### src/rtl/flash_arbiter.sv
// Two-port 32-bit word arbiter over a 16-bit ready/enable flash handshake.
// Optional ready-edge watchdog enabled by defining FLASH_ARB_TIMEOUT_EN.
module flash_arbiter #(
  parameter int ADDR_W      = 22,
  parameter int FLASH_DW    = 16,
  parameter int TIMEOUT_CYC = 64
) (
  input  logic                  clk,
  input  logic                  rst,
  input  logic                  m0_req,
  input  logic                  m0_we,
  input  logic [ADDR_W-1:0]     m0_addr,
  input  logic [2*FLASH_DW-1:0] m0_wdata,
  output logic [2*FLASH_DW-1:0] m0_rdata,
  output logic                  m0_ack,
  input  logic                  m1_req,
  input  logic                  m1_we,
  input  logic [ADDR_W-1:0]     m1_addr,
  input  logic [2*FLASH_DW-1:0] m1_wdata,
  output logic [2*FLASH_DW-1:0] m1_rdata,
  output logic                  m1_ack,
  output logic [ADDR_W:0]       flash_addr_o,
  output logic                  flash_ce_o,
  output logic                  flash_we_o,
  output logic [FLASH_DW-1:0]   flash_data_o,
  input  logic [FLASH_DW-1:0]   flash_data_i,
  input  logic                  flash_ready_i,
  output logic                  busy_o,
  output logic                  err_o
);

  localparam int WORD_W = 2 * FLASH_DW;

  typedef enum logic [2:0] {
    IDLE   = 3'd0,
    REQ_LO = 3'd1,
    REL_LO = 3'd2,
    REQ_HI = 3'd3,
    REL_HI = 3'd4,
    DONE   = 3'd5
  } state_t;

  state_t              state_q, state_d;
  logic                port_q, port_d;
  logic                prio_q, prio_d;
  logic                we_q, we_d;
  logic [ADDR_W-1:0]   addr_q, addr_d;
  logic [WORD_W-1:0]   wdata_q, wdata_d;
  logic [WORD_W-1:0]   buf_q, buf_d;
  logic [WORD_W-1:0]   m0_rdata_q, m0_rdata_d;
  logic [WORD_W-1:0]   m1_rdata_q, m1_rdata_d;
  logic [WORD_W-1:0]   done_word;
  logic                waiting;
  logic                timeout_hit;
  logic                timed_out;
  logic                half;

  assign waiting = (state_q == REQ_LO) || (state_q == REL_LO) ||
                   (state_q == REQ_HI) || (state_q == REL_HI);

`ifdef FLASH_ARB_TIMEOUT_EN
  localparam int TW = $clog2(TIMEOUT_CYC + 1);

  logic [TW-1:0] timer_q, timer_d;
  logic          err_q, err_d;

  assign timeout_hit = waiting && (timer_q == TW'(TIMEOUT_CYC - 1));

  always_comb begin
    timer_d = '0;
    err_d   = err_q;
    if (waiting && (state_d == state_q)) timer_d = timer_q + 1'b1;
    if (state_q == DONE) err_d = 1'b0;
    else if (state_d == DONE) err_d = timed_out;
  end

  always_ff @(posedge clk) begin
    if (rst) begin
      timer_q <= '0;
      err_q   <= 1'b0;
    end else begin
      timer_q <= timer_d;
      err_q   <= err_d;
    end
  end

  assign err_o = err_q;
`else
  assign timeout_hit = 1'b0;
  assign err_o       = 1'b0;
`endif

  // Grant needs ready low so a stale ready level is never taken as completion.
  always_comb begin
    state_d   = state_q;
    port_d    = port_q;
    prio_d    = prio_q;
    we_d      = we_q;
    addr_d    = addr_q;
    wdata_d   = wdata_q;
    buf_d     = buf_q;
    timed_out = 1'b0;
    case (state_q)
      IDLE: begin
        if ((m0_req || m1_req) && !flash_ready_i) begin
          port_d  = (m0_req && m1_req) ? prio_q : m1_req;
          prio_d  = ~port_d;
          we_d    = port_d ? m1_we    : m0_we;
          addr_d  = port_d ? m1_addr  : m0_addr;
          wdata_d = port_d ? m1_wdata : m0_wdata;
          state_d = REQ_LO;
        end
      end
      REQ_LO: begin
        if (flash_ready_i) begin
          if (!we_q) buf_d[FLASH_DW-1:0] = flash_data_i;
          state_d = REL_LO;
        end else if (timeout_hit) begin
          timed_out = 1'b1;
          state_d   = DONE;
        end
      end
      REL_LO: begin
        if (!flash_ready_i) begin
          state_d = REQ_HI;
        end else if (timeout_hit) begin
          timed_out = 1'b1;
          state_d   = DONE;
        end
      end
      REQ_HI: begin
        if (flash_ready_i) begin
          if (!we_q) buf_d[WORD_W-1:FLASH_DW] = flash_data_i;
          state_d = REL_HI;
        end else if (timeout_hit) begin
          timed_out = 1'b1;
          state_d   = DONE;
        end
      end
      REL_HI: begin
        if (!flash_ready_i) begin
          state_d = DONE;
        end else if (timeout_hit) begin
          timed_out = 1'b1;
          state_d   = DONE;
        end
      end
      DONE:    state_d = IDLE;
      default: state_d = IDLE;
    endcase
  end

  // Read data lands on entry to DONE so it is already valid in the ack cycle.
  always_comb begin
    m0_rdata_d = m0_rdata_q;
    m1_rdata_d = m1_rdata_q;
    done_word  = timed_out ? '0 : buf_q;
    if ((state_d == DONE) && (state_q != DONE) && !we_q) begin
      if (port_q) m1_rdata_d = done_word;
      else        m0_rdata_d = done_word;
    end
  end

  always_ff @(posedge clk) begin
    if (rst) begin
      state_q    <= IDLE;
      port_q     <= 1'b0;
      prio_q     <= 1'b0;
      we_q       <= 1'b0;
      addr_q     <= '0;
      wdata_q    <= '0;
      buf_q      <= '0;
      m0_rdata_q <= '0;
      m1_rdata_q <= '0;
    end else begin
      state_q    <= state_d;
      port_q     <= port_d;
      prio_q     <= prio_d;
      we_q       <= we_d;
      addr_q     <= addr_d;
      wdata_q    <= wdata_d;
      buf_q      <= buf_d;
      m0_rdata_q <= m0_rdata_d;
      m1_rdata_q <= m1_rdata_d;
    end
  end

  assign half         = (state_q == REQ_HI) || (state_q == REL_HI);
  assign flash_ce_o   = (state_q == REQ_LO) || (state_q == REQ_HI);
  assign flash_we_o   = flash_ce_o && we_q;
  assign flash_addr_o = {addr_q, half};
  assign flash_data_o = half ? wdata_q[WORD_W-1:FLASH_DW] : wdata_q[FLASH_DW-1:0];
  assign busy_o       = (state_q != IDLE);
  assign m0_ack       = (state_q == DONE) && !port_q;
  assign m1_ack       = (state_q == DONE) && port_q;
  assign m0_rdata     = m0_rdata_q;
  assign m1_rdata     = m1_rdata_q;

endmodule

### config.mk
export PLATFORM = sky130hd
export DESIGN_NAME = flash_arbiter
export DESIGN_NICKNAME = d
export VERILOG_FILES = /design/src/rtl/flash_arbiter.sv
export SDC_FILE = /design/constraint.sdc
export NUM_CORES = 1
export LEC_CHECK = 0
export ABC_AREA = 1
export CAP_MARGIN = 25
export CORE_ASPECT_RATIO = 0.8
export CORE_MARGIN = 3
export CORE_UTILIZATION = 40
export DETAILED_ROUTE_END_ITERATION = 10
export PLACE_DENSITY = 0.77
export SLEW_MARGIN = 30
export SYNTH_ARGS = -nofsm -noshare
export SYNTH_HDL_FRONTEND = slang
export SYNTH_SLANG_ARGS = --single-unit
### constraint.sdc
create_clock -name clk -period 2.67 [get_ports clk]
set_input_delay 0.4005 -clock clk [delete_from_list [all_inputs] [get_ports clk]]
set_output_delay 0.4005 -clock clk [all_outputs]
set_load 0.01 [all_outputs]
=== Word-level counts from Yosys, hierarchy flattened ===
Cells that the tools add are included.

* Logic and storage cells: 51
* Latch bits: 0
* Memory bits (read-only): 0
* Output and inout port bits: 109
* RAM bits: 0
* Memories: 0
* Input bits: 131
* Bits in registers: 156

* Div/mod/pow operators: 0
* Reductions and logical operators: 20
* Mux-type cells: 11
* Order comparisons: 0
* $mul: 0
* Equality and inequality tests: 7
* Bitwise operators: 3
* Shift-type cells: 0
* Add/subtract/negate cells: 0

{| class="wikitable"
|+ Operators by type and width
! cell !! count
|-
| $mux 32 || 1
|-
| $mux 22 || 1
|-
| $mux 16 || 1
|-
| $mux 3 || 5
|-
| $pmux 3 s5 || 1
|-
| $eq 3x3->1 const B || 3
|-
| $logic_and 1x1->1 || 7
|-
| $eq 3x2->1 const B || 2
|-
| $reduce_and 2->1 || 3
|-
| $reduce_and 3->1 || 2
|-
| $eq 3x1->1 const B || 1
|-
| $logic_not 1->1 || 3
|-
| $logic_not 3->1 || 1
|-
| $logic_or 1x1->1 || 3
|-
| $ne 3x3->1 const B || 1
|-
| $not 1->1 || 3
|-
| $reduce_bool 3->1 || 1
|-
| $mux 1 || 2
|}

=== Depth between registers and ports, before layout ===
* Word-level depth: 8
* Mapped depth: 9
* Gate-level depth less buffers: 7

=== Worst setup path after synthesis ===
Ideal clock, no wire load.

* Path type: reg-to-output
* Start: reg state_q[0]
* End: out flash_data_o[10]
* Cell stages (with the launch flop): 8
* Data required time: 2.270 ns
* Setup slack: 1.064 ns
* Buffers on the path: 2
* Arrival time: 1.206 ns
* Cell sequence: dfxtp_1 buf_2 o21ai_1 nand2_2 inv_2 buf_2 nand2_1 nand2_1

* Longest elaborated chain between the ends: 3
* Elaborated cells on any way between the ends: 4
* Those cells by class: eq/ne: 2; mux: 1; reduce/logical: 1

{| class="wikitable"
|+ RTL lines
! item !! line !! text
|-
| start: declaration || 43 || <nowiki>state_t state_q, state_d;</nowiki>
|-
| start signal: assignment || 176 || <nowiki>state_q <= state_d;</nowiki>
|-
| $eq 3x2->1 or $eq 3x3->1 (tied branches) || 188 || <nowiki>assign half = (state_q == REQ_HI) || (state_q == REL_HI);</nowiki>
|-
| $logic_or 1x1->1 * || 188 ||
|-
| net half || 56 || <nowiki>logic half;</nowiki>
|-
| $mux 16 * || 192 || <nowiki>assign flash_data_o = half ? wdata_q[WORD_W-1:FLASH_DW] : wdata_q[FLASH_DW-1:0];</nowiki>
|-
| end: declaration || 25 || <nowiki>output logic [FLASH_DW-1:0] flash_data_o,</nowiki>
|}

Mark *: on every way through the listed nets, which the timed path passes. The rest lies on a longest branch.

=== Worst setup path in the final report ===
* Start: reg state_q[2]
* End: out flash_data_o[14]

* Longest elaborated chain between the ends: 3
* Elaborated cells on any way between the ends: 4
* Those cells by class: eq/ne: 2; mux: 1; reduce/logical: 1

{| class="wikitable"
|+ RTL lines
! item !! line
|-
| $eq 3x2->1 or $eq 3x3->1 (tied branches) || 188
|-
| $logic_or 1x1->1 * || 188
|-
| $mux 16 * || 192
|}

Every way passes the cells marked *; elsewhere a longest branch is shown, timed or not.

==> out/results.tsv <==
metric	value	unit
fp.dieW	154	um
routedWlPerCell	14.4	um
drive_gt1_share	6.02	%
clock.fmax	0.393	GHz
avgViaCountPerCell	4.99	
cts.sink_count	156	
post_cts_buffers	0	
r2r_cells	7	
internal_power	4.16	mW
dr.max_layer_used	met5	
synth_enable_flop_cells	0	
ir_worst_vdd	0.339	mV
area_growth	43.1	%
rsz0062_at_grt	false	
ys_seq_area_share	44.4	%
worst_slew_pin_slew	0.646	ns
min_period	2.54	ns
endpoint	flash_data_o[14]	
grt_pass1_wl	34100	um
synth-seq-cells	156	
die_y	125	um
switchingPower	1.44	mW
clockRootBuffer	clkbuf_16	
cp_slowest_cell	clkdlybuf4s50_1	
share_comb_of_total_power	13.6	%
clk_latency	0.42	ns
synthTopCellsByArea	dfxtp_1 44%, nand2_1 18%, nor2_1 11%, nand4_1 6.0%, a21oi_1 4.1%	
start_util	41.7	%
start_kind	flop	
firstDrtPassIters	7	
area.sequential	3130	um2
crit_path_max_fanout	17	
ys_warn_count	0	
async_flop_share	0	%
grt_overflow	0	
required	2.27	ns
p_leak	4.00	nW
yosys.area.top_type	dfxtp_1	
clockBufferDepth	2	
routed_wl	21400	um
syn_area	7030	um2
coreArea	16900	um2
holdCritPathClass	in2reg	
multi_input_area	3310	um2
swShare	25.7	%
synthTopCellsByCount	342 x nand2_1, 198 x nor2_1, 156 x dfxtp_1	
met1Wirelength	9600	um
crit_buf_inv	2	
hpwl	15500	um
pwr-share-seq	43.6	%
h-tree-depth	4	
wl_met3	1660	um
setup_ws	0.126	ns
finalNetCount	1382	
portBuffers	238	
syn_nets	1184	
worst-path-stages	6	
cellPowerDensity	558	nW/um2
avgSynthCellArea	6.67	um2
status	finished, final reports clean	
maxSlewViolCount	0	
hold_violations	0	
pre_cts_slack	0.502	ns
path_clk_slew	0.06	ns
num_rows	42	
end_kind	output pin	
finClkSkew	0.0124	ns
antenna_found_initial	1	
setup_violations	0	
setup_tns	0	ns
cts_made_buffers	17	
synth.distinct_cells	25	
grt_pass1_vias	6745	
grt_start_max_net_pins	65	
routed-wl-met2	9780	um
synth_ff_type	dfxtp_1	
crit_arrival	2.14	ns
critical_path_class	reg2out	
critPathLaunch	state_q[2]	
dieArea	19200	um2
syn_inst	1053	
fill_cells	1576	
diodes	0	
synth_most_common_cell	nand2_1	
drv_cap	0	
max_slew_margin	56.9	%
ios	240	
critPathMaxStageDelay	0.55	ns
drc_errors	0	
min_period_over_period	95.3	%
cpMostUsedCell	nand2_1	
rr_endpoint	m1_rdata[29]	
cts_tree	built	
reg2reg_setup_slack	0.92	ns
hold_ws	0.334	ns
drtAntennaViolNets	0	
p_clk_share	42.8	%
drt_iter0_markers	487	
worst_path_dominant_cell_family	buffers and inverters	
yosysTopAreaCellShare	44.4	%
place.gp.congestion	0.809	
path_cells	o21ai_1, nand2_2, buf_4, nand2_1, nand2_1, clkdlybuf4s50_1	
regToRegStartpoint	port_q	
grt.total_usage	21.6	%
num_vias	7404	
==> power groups by stage <==
stage          Sequential [mW]  Clock, mW  Combinational [mW]
2_1_floorplan             2.49          0               0.387
3_3_place_gp              2.50          0               0.753
3_5_place_dp              2.50          0               0.763
4_1_cts                   2.44       2.44               0.766
5_1_grt                   2.45       2.56               0.845
6_report                  2.45       2.40               0.762
==> worst register-to-register path, stage by stage, from the launching register on <==
cell	delay (ns)
dfxtp_1	0.32
buf_4	0.26
clkinv_1	0.14
buf_4	0.27
nor2_4	0.14
buf_4	0.34
nor2_1	0.09
nor2_1	0.13
==> layout make-up <==
type,count,area share [%]
clock buffer,17,4.23
clock inverter,14,1.62
inverter,45,1.69
multi-input combinational,770,32.9
sequential,156,31.1
tap,220,2.74
timing repair buffer,261,25.7
==> stage by stage <==
step	instance area (um2)	utilization [%]	std cells	total power, mW
after floorplan	7030	-	1053	2.88
after global placement	9460	56.1	1452	3.25
after detailed placement	9460	56.1	1452	3.26
after CTS	10000	59.6	1483	5.65
after global routing	10100	59.6	1483	5.85
final	10100	59.6	1483	5.61
==> what timing repair did <==
item	CTS	global route
hold buffers	0	0
resized for setup	0	3
endpoints found under the setup margin	0	17
==> logic make-up after synthesis <==
kind of cell	after synthesis	synth area share, %
flops	156	44.4
compound gates	93	6.66
simple gates	676	40.3
other cells	1	0.0534
buf+inv	127	8.51
==> layout by cell type (no fill, tap or decap), types with 2 or more instances in the layout <==
master	instances
a21oi_1	58
buf_12	3
buf_2	2
buf_4	20
bufinv_16	2
clkbuf_16	17
clkdlybuf4s50_1	236
clkinv_4	4
clkinvlp_4	4
dfxtp_1	154
dfxtp_2	2
inv_1	37
inv_2	6
inv_6	3
nand2_1	340
nand2_2	4
nand3_1	58
nand4_1	67
nor2_1	198
nor2_4	4
o21ai_0	32
o21ai_1	2
==> sequential cells by signal, summed over array words and instances, names as in the netlist <==
signal,flops
we_q,1
m0_rdata,32
state_q,3
addr_q,22
m1_rdata,32
port_q,1
wdata_q,32
prio_q,1
buf_q,32
==> layer usage <==
layer,up-vias,GRT usage (%)
met5,-,0
met4,2,6.02
met3,22,7.22
met2,245,33.5
met1,3379,28.9
li1,3756,-
==> worst min path at each step <==
| stage | from | to | slack, ns | cells past startpoint |
|---|---|---|---|---|
| 4_1_cts | m1_req | port_q | 0.32 | 3 |
| 5_1_grt | m1_req | port_q | 0.34 | 3 |
| 3_3_place_gp | addr_q[21] | addr_q[21] | 0.45 | 2 |
| 6_report | m1_req | port_q | 0.33 | 3 |
| 2_1_floorplan | wdata_q[11] | wdata_q[11] | 0.44 | 2 |
| 3_5_place_dp | addr_q[21] | addr_q[21] | 0.45 | 2 |
No activity file was read; power rests on OpenSTA's default activity.
